## config.mk

```make
export PLATFORM = sky130hd
export DESIGN_NAME = rle_dec
export DESIGN_NICKNAME = d
export VERILOG_FILES = /design/src/rtl/rle_dec.sv
export SDC_FILE = /design/constraint.sdc
export NUM_CORES = 1
export LEC_CHECK = 0
export CAP_MARGIN = 20
export CORE_AREA = 2 2 99 92
export CTS_CLUSTER_DIAMETER = 80
export DETAILED_ROUTE_END_ITERATION = 6
export DIE_AREA = 0 0 101 94
export GPL_TIMING_DRIVEN = 0
export PLACE_DENSITY = 0.57
export SLEW_MARGIN = 40
export SYNTH_ARGS = -nofsm -noshare
export SYNTH_HDL_FRONTEND = slang
export SYNTH_SLANG_ARGS = --single-unit
```

## constraint.sdc

```tcl
create_clock -name clk -period 3 [get_ports clk]
set_input_delay 0.45 -clock clk [delete_from_list [all_inputs] [get_ports clk]]
set_output_delay 0.45 -clock clk [all_outputs]
set_load 0.01 [all_outputs]
```

## src/rtl/rle_dec.sv

```systemverilog
// Run-length decoder: expands {bit_id, count} run words into a serial bit
// stream packed LSB-first into bytes, with a final partial-byte flush.
module rle_dec #(
   parameter int CNT_W  = 23,
   parameter int BYTE_W = 8
) (
   input  logic              clk,
   input  logic              rst,
   input  logic              recv_ready,
   input  logic [CNT_W:0]    in_data,
   output logic              rd_req,
   input  logic              end_of_stream,
   input  logic              send_ready,
   output logic [BYTE_W-1:0] out_data,
   output logic              wr_req,
   output logic              done
);

   localparam int IDX_W = $clog2(BYTE_W + 1);

   typedef enum logic [3:0] {
      S_INIT,
      S_REQUEST,
      S_WAIT,
      S_READ,
      S_SHIFT,
      S_FLUSH,
      S_COUNT_DONE,
      S_WAIT_OUT,
      S_DONE
   } state_t;

   state_t            state_q, state_d;
   logic              value_type_q, value_type_d;
   logic [CNT_W-1:0]  run_left_q, run_left_d;
   logic [BYTE_W-1:0] byte_buf_q, byte_buf_d;
   logic [IDX_W-1:0]  bit_idx_q, bit_idx_d;
   logic [BYTE_W-1:0] out_reg_q, out_reg_d;
   logic              flush_q, flush_d;
   logic              rd_req_q, rd_req_d;
   logic              wr_req_q, wr_req_d;
   logic              done_q, done_d;

   always_ff @(posedge clk) begin
      if (rst) begin
         state_q      <= S_INIT;
         value_type_q <= 1'b0;
         run_left_q   <= '0;
         byte_buf_q   <= '0;
         bit_idx_q    <= '0;
         out_reg_q    <= '0;
         flush_q      <= 1'b0;
         rd_req_q     <= 1'b0;
         wr_req_q     <= 1'b0;
         done_q       <= 1'b0;
      end else begin
         state_q      <= state_d;
         value_type_q <= value_type_d;
         run_left_q   <= run_left_d;
         byte_buf_q   <= byte_buf_d;
         bit_idx_q    <= bit_idx_d;
         out_reg_q    <= out_reg_d;
         flush_q      <= flush_d;
         rd_req_q     <= rd_req_d;
         wr_req_q     <= wr_req_d;
         done_q       <= done_d;
      end
   end

   always_comb begin
      state_d = state_q;
      case (state_q)
         S_INIT:    state_d = S_REQUEST;
         S_REQUEST: begin
            // A pending word always wins over end_of_stream.
            if (recv_ready)
               state_d = S_WAIT;
            else if (end_of_stream)
               state_d = (bit_idx_q != '0) ? S_FLUSH : S_DONE;
         end
         S_WAIT:    state_d = S_READ;
         S_READ:    state_d = (in_data[CNT_W-1:0] == '0) ? S_REQUEST : S_SHIFT;
         S_SHIFT: begin
            if (bit_idx_q == IDX_W'(BYTE_W - 1))
               state_d = S_COUNT_DONE;
            else if (run_left_q == CNT_W'(1))
               state_d = S_REQUEST;
         end
         S_FLUSH:      state_d = S_COUNT_DONE;
         S_COUNT_DONE: if (send_ready) state_d = S_WAIT_OUT;
         S_WAIT_OUT: begin
            if (flush_q)
               state_d = S_DONE;
            else if (run_left_q != '0)
               state_d = S_SHIFT;
            else
               state_d = S_REQUEST;
         end
         S_DONE:  state_d = S_DONE;
         default: state_d = S_INIT;
      endcase
   end

   always_comb begin
      value_type_d = value_type_q;
      run_left_d   = run_left_q;
      byte_buf_d   = byte_buf_q;
      bit_idx_d    = bit_idx_q;
      out_reg_d    = out_reg_q;
      flush_d      = flush_q;
      rd_req_d     = 1'b0;
      wr_req_d     = 1'b0;
      done_d       = (state_d == S_DONE);
      case (state_q)
         S_INIT: begin
            run_left_d = '0;
            byte_buf_d = '0;
            bit_idx_d  = '0;
            flush_d    = 1'b0;
         end
         S_REQUEST: rd_req_d = recv_ready;
         S_READ: begin
            value_type_d = in_data[CNT_W];
            run_left_d   = in_data[CNT_W-1:0];
         end
         S_SHIFT: begin
            for (int unsigned i = 0; i < BYTE_W; i++)
               if (bit_idx_q == IDX_W'(i)) byte_buf_d[i] = value_type_q;
            bit_idx_d = bit_idx_q + IDX_W'(1);
            if (run_left_q != '0) run_left_d = run_left_q - CNT_W'(1);
            if (bit_idx_q == IDX_W'(BYTE_W - 1)) out_reg_d = byte_buf_d;
         end
         S_FLUSH: begin
            out_reg_d = byte_buf_q;
            flush_d   = 1'b1;
         end
         S_COUNT_DONE: wr_req_d = send_ready;
         S_WAIT_OUT: begin
            bit_idx_d  = '0;
            byte_buf_d = '0;
         end
         default: ;
      endcase
   end

   assign rd_req   = rd_req_q;
   assign wr_req   = wr_req_q;
   assign out_data = out_reg_q;
   assign done     = done_q;

endmodule

```

==> impl_metrics.yaml, run 1 <==
power:
  totalPowerFinal_mw: 2.16
  power.density_nw_per_um2: 603
  peak_vdd_ir_mv: 0.228
  p_leak_nw: 1.23
synth:
  synth_enable_flop_cells: 0
  post_synth_inst_count: 368
  ys_seq_area_share_pct: 35.1
  synth_cell_type_count: 61
  synth.ff_latch_count: 52
  area_fraction_of_the_dominant_cell_type_after_synthesis_pct: 35.1
  netlist_area_before_placement_um2: 2970
  post_synth_most_frequent_cells: "dfxtp_1, nor2_1, a21oi_1"
  postSynth.asyncResetShare_pct: 0
  synth_area_per_cell_um2: 8.07
  yosys.area.top_type: "dfxtp_1"
  mappedNetlistNets: 404
  synth_top_flop_cell: "dfxtp_1"
  post_synth_main_area_contributors: "dfxtp_1, a21oi_1, nor2_1, ha_1, nand2_1"
  yosysMostFrequentCell: "dfxtp_1"
  ys_warn_count: 0
routing:
  detailedRoute.firstPassIterationCount: 5
  routed_wl_mm: 9.33
  route.vias.total: 3076
  initialDrtViolationCount: 253
  wl_per_cell_um: 18.0
  routed_via_density: 5.95
  ant_nets: 0
  detail_route.drc_violations: 0
clock_tree:
  tritoncts.num_buffers: 5
  post_cts_hold_fix_bufs: 0
  post_cts_resize_count: 0
  clkLatencyLatePin_ps: 320
  clkTransAtPathRegs_ps: 110
  cts-htree-levels: 2
  clock_sink_count: 52
  tritoncts: "done"
  cts_post_setup_buffers_inserted: 0
  clockBufferDepth: 2
  cts-root-buf: "clkbuf_8"
setup_path:
  critical-path-slowest-cell: "nor4_1"
  timing_worst_setup_path_type: "reg2reg"
  critical_path_buf_inv_count: 1
  critPathLaunchType: "flop"
  endpoint_kind: "flop"
  critPathArrivalTime_ps: 2560
  timing.critical_path.required_ps: 3220
  timing.critical_path.max_delay_family: "simple AND/OR/NAND/NOR gates"
  critical_path.cell_chain: "nor4_1 -> nand4_1 -> o21ai_2 -> buf_6 -> a21oi_1 -> o32ai_1"
  max_fo_critical_path: 10
  crit_path_max_incr_delay_ps: 530
  r2r_slack_ps: 660
status:
  outcome: "completed"
global_route:
  grt.overflow.total: 0
  grt_pass1_wl_mm: 15.2
  grtUsageTotal_pct: 20.4
  vias_in_the_first_global_route: 2858
  antenna_found_initial: 0
  pin_count_of_the_biggest_net_entering_global_routing: 19
floorplanning:
  initial_core_util_pct: 35.3
  dieHeight_um: 94
  core_rows: 32
  fp.dieArea_um2: 9490
  top_level_ports: 40
  design.core.area_um2: 8410
  die_w_um: 101
sta:
  setup_viol_count_final: 0
  hold-worst-slack_ps: 496
  clock_skew_ps: 11.3
  timing.final.hold_violations: 0
  fin_setup_tns_ps: 0
  tightest_slew_ps: 757
  fmax_mhz: 427
  rsz0062_at_grt: "false"
  finalCritPeriodShare_pct: 78.2
  slew_violations: 0
  timing.slew.headroom_pct: 49.3
  fin_ws_ps: 655
  finalWorstPathRequiredPeriod_ps: 2340
place:
  hpwl_mm: 6.94
  place.port_buffers: 39
  gp_congestion: 0.875
  detailedPlace.worstSlack_ps: 604
hold_path:
  min_path_type: "reg2reg"
finish:
  final_layout_size_suffix_gt1_share_pct: 6.75
  layout-area-overhead-vs-synth_pct: 20.6
  fin_util_pct: 42.6
  fillers: 861
  nets: 450
  n_diodes: 0
flow_run:
  drv.max_cap_violation_count: 0
sequential cells by signal, summed over array words and instances (netlist names):
name,cells
bit_idx_q,4
byte_buf_q,8
done,1
flush_q,1
out_data,8
rd_req,1
run_left_q,23
state_q,4
value_type_q,1
wr_req,1
through the flow:
stage / instance area [µm²] / std cells
after floorplan: 2970 / 368
after global placement: 3490 / 509
after detailed placement: 3490 / 509
after CTS: 3580 / 517
after global routing: 3580 / 517
final: 3580 / 517
layout by cell type (no fill, tap or decap), types with 5 or more instances in the layout:
| cell | n |
|---|---|
| nor3_1 | 15 |
| a31oi_1 | 5 |
| o21ai_1 | 6 |
| o21ai_0 | 15 |
| clkbuf_1 | 17 |
| a21oi_1 | 42 |
| nand4_1 | 8 |
| a211oi_1 | 5 |
| nand2_1 | 23 |
| ha_1 | 7 |
| dfxtp_1 | 52 |
| inv_1 | 7 |
| nand3_1 | 12 |
| mux2i_1 | 6 |
| a222oi_1 | 6 |
| nor2_1 | 49 |
| nor4_1 | 8 |
| clkdlybuf4s50_1 | 39 |
| clkbuf_8 | 5 |
cell families after synthesis:
family / after synthesis / synth area share, %
buffers and inverters: 29 / 4.05
muxes: 6 / 2.02
AOI/OAI and AO/OA: 118 / 26.1
adders and majority gates: 7 / 2.95
DFF: 52 / 35.1
and+or+nand+nor: 152 / 28.7
xor gates and xnor gates: 4 / 1.18
layout make-up:
class | count | area (µm²) | share of cell area, %
buffer | 22 | 93.8 | 2.62
clock buffer | 5 | 68.8 | 1.92
clock inverter | 3 | 26.3 | 0.733
inverter | 7 | 26.3 | 0.733
multi-input combinational | 287 | 1810 | 50.5
sequential | 52 | 1040 | 29.1
tap | 102 | 128 | 3.56
timing repair buffer | 39 | 390 | 10.9
metal layers:
layer / track usage, % / part of all wire (%) / vias to the layer above
met5: 0 / 0 / -
met4: 6.19 / 2.2 / 0
met3: 4.39 / 6.6 / 22
met2: 29.6 / 42 / 110
met1: 30.0 / 49 / 1450
li1: - / - / 1494
worst min-delay path, stage by stage (launching register included):
cell,delay [ps]
dfxtp_1,330
o21ai_0,70
a21oi_1,60
path summary, 6_finish.rpt:
path                                                    to                         from  cells past startpoint
worst max-delay path            run_left_q[4]$_SDFFE_PP0P_  run_left_q[16]$_SDFFE_PP0P_                      6
worst min register to register  byte_buf_q[7]$_SDFFE_PP0P_   byte_buf_q[7]$_SDFFE_PP0P_                      2
worst min-delay path            byte_buf_q[7]$_SDFFE_PP0P_   byte_buf_q[7]$_SDFFE_PP0P_                      2
worst max register to register  run_left_q[4]$_SDFFE_PP0P_  run_left_q[16]$_SDFFE_PP0P_                      6
where the power goes:
group	switching, mW	internal [mW]	total, mW
Combinational	0.583	0.335	0.918
Sequential	0.0619	0.736	0.797
Clock	0.274	0.171	0.445
Total	0.918	1.24	2.16
No activity file was read; power rests on OpenSTA's default activity.
==> run 2: changes to the inputs <==
clock period = 2.4 ns   (was 3 ns; I/O delays follow)
==> run 2 against run 1 <==
Compared with the run above:
- total power rose by 26%
- non-clock buffer count did not move
- largest cell class unchanged
- clock power up 25%
- first-iteration DRC count rose by 4.7%
- highest routed layer unchanged
==> impl_metrics.yaml, run 2 (synthesized netlist as in run 1, its figures left out) <==
power:
  sequentialPowerShare_pct: 36.7
  power_switching_share_pct: 42.6
  switching_power_mw: 1.16
  internal_power_mw: 1.56
  combinationalPowerShare_pct: 42.9
  power.density_nw_per_um2: 755
  clkPwrFrac_pct: 20.4
  peak_vdd_ir_mv: 0.284
  totalPowerFinal_mw: 2.72
  p_leak_nw: 1.24
routing:
  detailedRoute.firstPassIterationCount: 5
  wl_per_cell_um: 18.1
  routed_wl_mm: 9.34
  ant_nets: 0
  initialDrtViolationCount: 265
  routed_via_density: 5.97
  route.vias.total: 3088
  detail_route.drc_violations: 0
global_route:
  grtUsageTotal_pct: 20.4
  antenna_found_initial: 0
  grt_pass1_wl_mm: 15.2
  vias_in_the_first_global_route: 2858
  grt.overflow.total: 0
  pin_count_of_the_biggest_net_entering_global_routing: 19
floorplanning:
  core_rows: 32
  dieHeight_um: 94
  die_w_um: 101
  fp.dieArea_um2: 9490
  top_level_ports: 40
  initial_core_util_pct: 35.3
  design.core.area_um2: 8410
flow_run:
  drv.max_cap_violation_count: 0
sta:
  clock_skew_ps: 13.6
  setup_viol_count_final: 0
  fin_ws_ps: 108
  finalCritPeriodShare_pct: 95.5
  rsz0062_at_grt: "true"
  slew_violations: 0
  fmax_mhz: 436
  tightest_slew_ps: 755
  timing.final.hold_violations: 0
  finalWorstPathRequiredPeriod_ps: 2290
  timing.slew.headroom_pct: 49.7
finish:
  most_frequent_standard_cell_in_the_layout_excluding_fill_and_tap_cells: "dfxtp_1"
  fillers: 857
  n_diodes: 0
  nets: 450
  layout-area-overhead-vs-synth_pct: 21.2
  layout.cells.most_common_list: "dfxtp_1, nor2_1, a21oi_1, clkdlybuf4s50_1, nand2_1"
  regMostFlops: "run_left_q"
  largest_reg_flops: 23
  final_layout_size_suffix_gt1_share_pct: 7.23
clock_tree:
  clkTransAtPathRegs_ps: 110
  tritoncts: "done"
  cts-htree-levels: 2
  tritoncts.num_buffers: 5
  clock_sink_count: 52
  clkLatencyLatePin_ps: 320
  cts-root-buf: "clkbuf_8"
  clockBufferDepth: 2
setup_path:
  r2r-end: "run_left_q[4]$_SDFFE_PP0P_"
  r2r_slack_ps: 110
  crit-reg2reg-launch: "run_left_q[16]$_SDFFE_PP0P_"
  max_fo_critical_path: 10
  timing_worst_setup_path_type: "reg2reg"
  reg2reg_depth: 6
  endpoint_kind: "flop"
  timing.critical_path.required_ps: 2610
  critPathLaunchType: "flop"
  critPathArrivalTime_ps: 2510
hold_path:
  hp-start: "byte_buf_q[7]$_SDFFE_PP0P_"
  worstHoldPathCells: 2
  worst_hold_path.endpoint: "byte_buf_q[7]$_SDFFE_PP0P_"
  min_path_type: "reg2reg"
status:
  outcome: "completed"
place:
  gp_congestion: 0.875
  hpwl_mm: 6.94
  place.port_buffers: 39
  detailedPlace.worstSlack_ps: 93.9
==> run 2: cell count changes in the layout (fill, tap and decap cells not counted) <==
cell	change
a21oi_2	+1
a31oi_2	+1
a21oi_1	-1
o21ai_2	-1
a31oi_1	-1
o21ai_4	+1
==> run 2: worst max path at each step <==
stage	from	endpoint	slack, ps
after global placement	rst	out_data[1]$_SDFFE_PP0P_	60
after global routing	run_left_q[16]$_SDFFE_PP0P_	run_left_q[8]$_SDFFE_PP0P_	-20
after detailed placement	rst	out_data[2]$_SDFFE_PP0P_	90
after CTS	run_left_q[16]$_SDFFE_PP0P_	run_left_q[4]$_SDFFE_PP0P_	120
final	run_left_q[16]$_SDFFE_PP0P_	run_left_q[4]$_SDFFE_PP0P_	110
after floorplan	run_left_q[0]$_SDFFE_PP0P_	run_left_q[22]$_SDFFE_PP0P_	590
==> run 2: area by class of cell <==
| cell class | count | area, µm² | area share, % |
|---|---|---|---|
| Buffer | 22 | 93.8 | 2.61 |
| Multi-Input combinational cell | 287 | 1830 | 50.7 |
| Inverter | 7 | 26.3 | 0.730 |
| Tap cell | 102 | 128 | 3.55 |
| Timing Repair Buffer | 39 | 390 | 10.8 |
| Sequential cell | 52 | 1040 | 28.9 |
| Clock buffer | 5 | 68.8 | 1.91 |
| Clock inverter | 3 | 26.3 | 0.730 |
==> run 2: critical path, stage by stage (launching register included) <==
cell and delay, ps:
dfxtp_1 400, nor4_1 530, nand4_1 420, o21ai_4 410, buf_6 200, a21oi_1 50
o32ai_1 170
==> run 2: repair_timing <==
item,CTS,global route
endpoints found under the setup margin,0,8
setup buffers,0,0
hold buffers,0,0
resized for setup,0,3
==> run 2: power groups by stage <==
| stage | sequential [mW] | combinational (mW) | clock (mW) |
|---|---|---|---|
| final | 0.996 | 1.17 | 0.556 |
| after floorplan | 0.997 | 0.803 | 0 |
| after detailed placement | 1.01 | 1.12 | 0 |
| after global placement | 1.01 | 1.12 | 0 |
| after CTS | 0.994 | 1.13 | 0.563 |
| after global routing | 1.01 | 1.27 | 0.595 |
==> run 2: metal layers <==
| metal | up-vias | wire length (µm) | share of wire [%] | track usage (%) |
|---|---|---|---|---|
| met5 | - | 0 | 0 | 0 |
| met4 | 0 | 211 | 2.3 | 6.19 |
| met3 | 21 | 650 | 7.0 | 4.39 |
| met2 | 120 | 3940 | 42 | 29.6 |
| met1 | 1454 | 4530 | 49 | 30.0 |
| li1 | 1493 | - | - | - |
==> run 2: stage by stage <==
step / utilization [%] / hold slack (ps) / instances / cell area, µm² / TNS, ps
after floorplan: - / 449 / 368 / 2970 / 0
after global placement: 41.5 / 471 / 509 / 3490 / 0
after detailed placement: 41.5 / 474 / 509 / 3490 / 0
after CTS: 42.6 / 494 / 517 / 3580 / 0
after global routing: 42.8 / 529 / 517 / 3600 / -20.6
final: 42.8 / 497 / 517 / 3600 / 0
==> run 3: changes to the inputs <==
CAP_MARGIN = not set   (was 20)
==> results of run 3 <==
Same layout as run 2: the final DEF is identical, and so are final timing and power.
